### config.mk
export PLATFORM = sky130hd
export DESIGN_NAME = mmss_seconds_counter
export DESIGN_NICKNAME = d
export VERILOG_FILES = /design/src/rtl/mmss_seconds_counter_pkg.sv /design/src/rtl/mmss_seconds_counter_bcd_digit.sv /design/src/rtl/mmss_seconds_counter.sv
export SDC_FILE = /design/constraint.sdc
export NUM_CORES = 1
export LEC_CHECK = 0
export BUFFER_PORTS_ARGS = -buffer_cell sky130_fd_sc_hd__buf_2
export CORE_MARGIN = 10
export CORE_UTILIZATION = 40
export DETAILED_ROUTE_END_ITERATION = 6
export GPL_TIMING_DRIVEN = 0
export PLACE_DENSITY_LB_ADDON = 0.1
export SETUP_SLACK_MARGIN = 0.5
export SLEW_MARGIN = 20
export SYNTH_ARGS = -nofsm -noshare
export SYNTH_HDL_FRONTEND = slang
export SYNTH_HIERARCHICAL = 1
export SYNTH_SLANG_ARGS = --single-unit
export TNS_END_PERCENT = 1
### constraint.sdc
create_clock -name clk_in -period 3.2 [get_ports clk_in]
set_clock_uncertainty 0.1 [all_clocks]
set_input_delay 0 -clock clk_in [delete_from_list [all_inputs] [get_ports clk_in]]
set_output_delay 0 -clock clk_in [all_outputs]
set_load 0.02 [all_outputs]
### src/rtl/mmss_seconds_counter_pkg.sv
// Shared constants and types for the MM:SS elapsed-time counter.
// Every digit is a 4-bit BCD value; the tens digits stop at 5.
package mmss_seconds_counter_pkg;

    localparam int BCD_W   = 4;
    localparam int PRESC_W = 8;

    typedef logic [BCD_W-1:0] bcd_t;

    localparam bcd_t DIGIT_MAX    = 4'd9;
    localparam bcd_t SEC_TENS_MAX = 4'd5;
    localparam bcd_t MIN_TENS_MAX = 4'd5;

endpackage

### src/rtl/mmss_seconds_counter_bcd_digit.sv
// One BCD digit that counts from 0 to MAX and wraps back to 0.
// The digit raises carry in the same cycle that it wraps, so digits chain directly.
module bcd_digit
    import mmss_seconds_counter_pkg::*;
#(
    parameter bcd_t MAX = DIGIT_MAX
) (
    input  logic clk_in,
    input  logic reset_in,
    input  logic clr,
    input  logic inc,
    output bcd_t digit,
    output logic carry
);

    assign carry = inc & (digit == MAX);

    always_ff @(posedge clk_in) begin
        if (reset_in) begin
            digit <= '0;
        end else if (clr) begin
            digit <= '0;
        end else if (inc) begin
            digit <= carry ? '0 : digit + 4'd1;
        end
    end

endmodule

### src/rtl/mmss_seconds_counter.sv
// MM:SS elapsed-time counter that is driven by a 1 Hz enable strobe.
// Supports a tick prescaler, pause, synchronous clear, and a wrap or saturate policy at 59:59.
module mmss_seconds_counter
    import mmss_seconds_counter_pkg::*;
#(
    parameter int WRAP_AT_MAX = 1,
    parameter int TICK_DIV    = 1
) (
    input  logic clk_in,
    input  logic reset_in,
    input  logic enable_in,
    input  logic run_in,
    input  logic clear_in,
    output bcd_t sec_ones_out,
    output bcd_t sec_tens_out,
    output bcd_t min_ones_out,
    output bcd_t min_tens_out,
    output logic rollover_out,
    output logic at_max_out
);

    localparam logic [PRESC_W-1:0] PRESC_LAST = PRESC_W'(TICK_DIV - 1);
    localparam bcd_t               PRE_MAX    = DIGIT_MAX - 4'd1;

    logic [PRESC_W-1:0] presc;
    logic tick_ok;
    logic step;
    logic step_eff;
    logic at_max_now;
    logic at_pre_max;
    logic sec_ones_carry;
    logic sec_tens_carry;
    logic min_ones_carry;
    logic min_tens_carry;

    assign tick_ok = enable_in & run_in;
    assign step    = tick_ok & (presc == PRESC_LAST);

    assign at_max_now = (sec_ones_out == DIGIT_MAX) && (sec_tens_out == SEC_TENS_MAX) &&
                        (min_ones_out == DIGIT_MAX) && (min_tens_out == MIN_TENS_MAX);
    assign at_pre_max = (sec_ones_out == PRE_MAX)   && (sec_tens_out == SEC_TENS_MAX) &&
                        (min_ones_out == DIGIT_MAX) && (min_tens_out == MIN_TENS_MAX);

    // In saturate mode the digits stop advancing at 59:59, but the prescaler keeps running.
    assign step_eff = step & ((WRAP_AT_MAX != 0) | ~at_max_now);

    always_ff @(posedge clk_in) begin
        if (reset_in) begin
            presc <= '0;
        end else if (clear_in) begin
            presc <= '0;
        end else if (tick_ok) begin
            presc <= (presc == PRESC_LAST) ? '0 : presc + 1'b1;
        end
    end

    bcd_digit #(.MAX(DIGIT_MAX)) u_sec_ones (
        .clk_in   (clk_in),
        .reset_in (reset_in),
        .clr      (clear_in),
        .inc      (step_eff),
        .digit    (sec_ones_out),
        .carry    (sec_ones_carry)
    );

    bcd_digit #(.MAX(SEC_TENS_MAX)) u_sec_tens (
        .clk_in   (clk_in),
        .reset_in (reset_in),
        .clr      (clear_in),
        .inc      (sec_ones_carry),
        .digit    (sec_tens_out),
        .carry    (sec_tens_carry)
    );

    bcd_digit #(.MAX(DIGIT_MAX)) u_min_ones (
        .clk_in   (clk_in),
        .reset_in (reset_in),
        .clr      (clear_in),
        .inc      (sec_tens_carry),
        .digit    (min_ones_out),
        .carry    (min_ones_carry)
    );

    bcd_digit #(.MAX(MIN_TENS_MAX)) u_min_tens (
        .clk_in   (clk_in),
        .reset_in (reset_in),
        .clr      (clear_in),
        .inc      (min_ones_carry),
        .digit    (min_tens_out),
        .carry    (min_tens_carry)
    );

    // Carry out of the top digit can occur only when 59:59 wraps to 00:00.
    // The flags are registered so that they line up with the new digit values.
    always_ff @(posedge clk_in) begin
        if (reset_in) begin
            rollover_out <= 1'b0;
            at_max_out   <= 1'b0;
        end else begin
            rollover_out <= min_tens_carry & ~clear_in;
            at_max_out   <= ~clear_in & ((at_max_now & ~step_eff) | (at_pre_max & step_eff));
        end
    end

endmodule

==> reports/qor.yml <==
tightest_slew_ns: 0.953
synth_mux_area_frac: 0.00753
hp-class: "in2reg"
fin_tns_setup_ns: 0
synthAdderAreaFrac: 0.0941
track_usage: 0.100
design.core.area_um2: 3130
layout_commonest_cell: "dfxtp_1"
via_count: 1223
wl_per_cell_um: 12.9
diodes: 0
drc: 0
synthCells: 150
ios: 23
vdd_drop_max_v: 0.000171
cts.sinks: 26
synth_compound_area_frac: 0.102
crit_path_end_kind: "flop"
synth_top_family_by_area: "simple AND/OR/NAND/NOR gates"
vias_per_cell: 5.20
path_class: "reg2reg"
area_growth_pct: 25.6
place_hpwl_um: 2170
p_leak_nw: 0.690
nets: 207
drv_slew: 0
drt_wl_total_um: 3040
grt_pass1_wl_um: 5130
max_freq_mhz: 392
setup.worst_path.start_class: "flop"
ys_ff_latch: 26
crit_fanout: 5
drive_gt1_frac: 0.257
fill_cells: 295
postRouteAntennaNets: 0
syn_nets: 165
die_h_um: 77.7
ys_seq_area_frac: 0.391
finalNonFillerCells: 235
ctsRootBufferMaster: "clkbuf_4"
die_w_um: 77.7
initial_core_util: 0.425
synth_xor_area_frac: 0.0659
path_clk_slew_ns: 0.14
syn_area_um2: 1330
grt_pass1_vias: 1143
maxSlewHeadroom: 0.359
cp_data_arrival_time_ns: 2.67
grt_overflow: 0
drtPass1Iterations: 5
synth.avg_cell_area_um2: 8.87
dp_cells: 216
antenna_found_initial: 0
synth-simple-area-share: 0.309
maxCapViolations: 0
drtIter0Drc: 62
ys_types: 30
htree_num_levels: 1
rsz0062_at_grt: "true"
clk_latency_ns: 0.32
status: "finished clean"
grt_max_degree: 15
power.density_nw_per_um2: 313
min_period_ns: 2.55
fin_crit_sh: 0.797
rows: 20
gp_congestion: 0.757
setup_viol: 0
power_uw: 524
cts_buffers: 3
mostFrequentLayoutCells: "dfxtp_1, buf_2, nand2_1, nor2_1"
clock_path_buffers: 2
yosys_warnings: 6
design.die.area_um2: 6030
crit_required_ns: 3.32
io_buffers: 22
timing.final.hold_violations: 0
cts_tree: "done"
==> synth_stat cells, drive strengths merged <==
master	number	area share
nor2	15	0.046
dfxtp	26	0.39
or3	4	0.020
ha	10	0.094
nand2b	9	0.042
nand2	15	0.046
inv	11	0.031
a21boi	4	0.023
nor4b	1	0.0066
o31ai	4	0.023
a21oi	5	0.019
and4b	1	0.0075
nand4b	4	0.026
a2111oi	1	0.0075
o21ai	3	0.011
o22ai	4	0.019
xor2	9	0.059
nand3b	4	0.023
or4b	1	0.010
nand4	7	0.033
mux2i	1	0.0075
and2	1	0.0047
or4	3	0.017
xnor2	1	0.0066
nand3	3	0.011
nor4bb	1	0.0075
nor3	2	0.0075
==> per-layer routing <==
layer,wire length [um],track usage,part of all wire
met3,144,0.0357,0.047
met5,0,0,0
met2,1430,0.158,0.47
met1,1420,0.120,0.47
met4,55,0.0420,0.018
==> final timing paths <==
kind,end,start,depth (start not counted),slack [ns]
worst max-delay path,u_min_tens/digit[1],presc[0],13,0.65
worst min-delay path,presc[4],run_in,4,0.02
worst max register to register,u_min_tens/digit[1],presc[0],13,0.65
worst min register to register,presc[7],presc[7],2,0.41
==> flip-flops by register name, indices dropped and copies added, names as in the netlist <==
register,flops
presc,8
u_min_ones/digit,4
u_min_tens/digit,4
u_sec_ones/digit,4
u_sec_tens/digit,4
at_max_out,1
rollover_out,1
==> report_power, final <==
| part | internal (mW) | switching (mW) | leakage (nW) |
|---|---|---|---|
| clock network | 0.0697 | 0.0974 | 0.0210 |
| logic | 0.0129 | 0.0174 | 0.458 |
| registers | 0.325 | 0.00150 | 0.210 |
| total | 0.407 | 0.116 | 0.690 |
==> layout make-up <==
cell class	count	area [um^2]	share of cell area
Clock buffer	4	36.3	0.0217
Multi-Input combinational cell	113	779	0.467
Inverter	11	41.3	0.0247
Timing Repair Buffer	37	235	0.141
Sequential cell	26	523	0.313
Tap cell	44	55.1	0.0330
==> cells by family after synthesis <==
| family | count (synthesis) |
|---|---|
| muxes | 1 |
| DFF | 26 |
| buffers and inverters | 11 |
| and+or+nand+nor | 71 |
| AOI/OAI and AO/OA | 21 |
| adders and majority gates | 10 |
| xor gates and xnor gates | 10 |
==> stage by stage <==
stage	util	cell area, um^2	hold WS, ns	worst slack [ns]
2_1_floorplan	-	1340	-0.0232	0.533
3_3_place_gp	0.482	1510	0.167	0.247
3_5_place_dp	0.482	1510	0.162	0.246
4_1_cts	0.524	1640	0.0170	0.534
5_1_grt	0.534	1670	0.0412	0.446
6_report	0.534	1670	0.0216	0.650
==> timing repair <==
item                       4_1_cts  5_1_grt
pin swaps                        4        4
resized for setup                0        4
setup endpoints to repair        5        5
hold buffers                     5        0
hold endpoints to repair        20        0
cloned                           0        0
buffers inserted                 6        4
==> critical path: stages, from the launching register on <==
cell and delay (ns):
dfxtp_2 0.36, inv_2 0.06, ha_1 0.13, or4b_4 0.49, nor3_4 0.14, nand4b_1 0.17, inv_2 0.10, nand4b_1 0.15
inv_2 0.10, nand4b_1 0.14, inv_2 0.12, nand4b_1 0.16, nand2_2 0.13, o22ai_1 0.10
No activity file was read; power rests on OpenSTA's default activity.
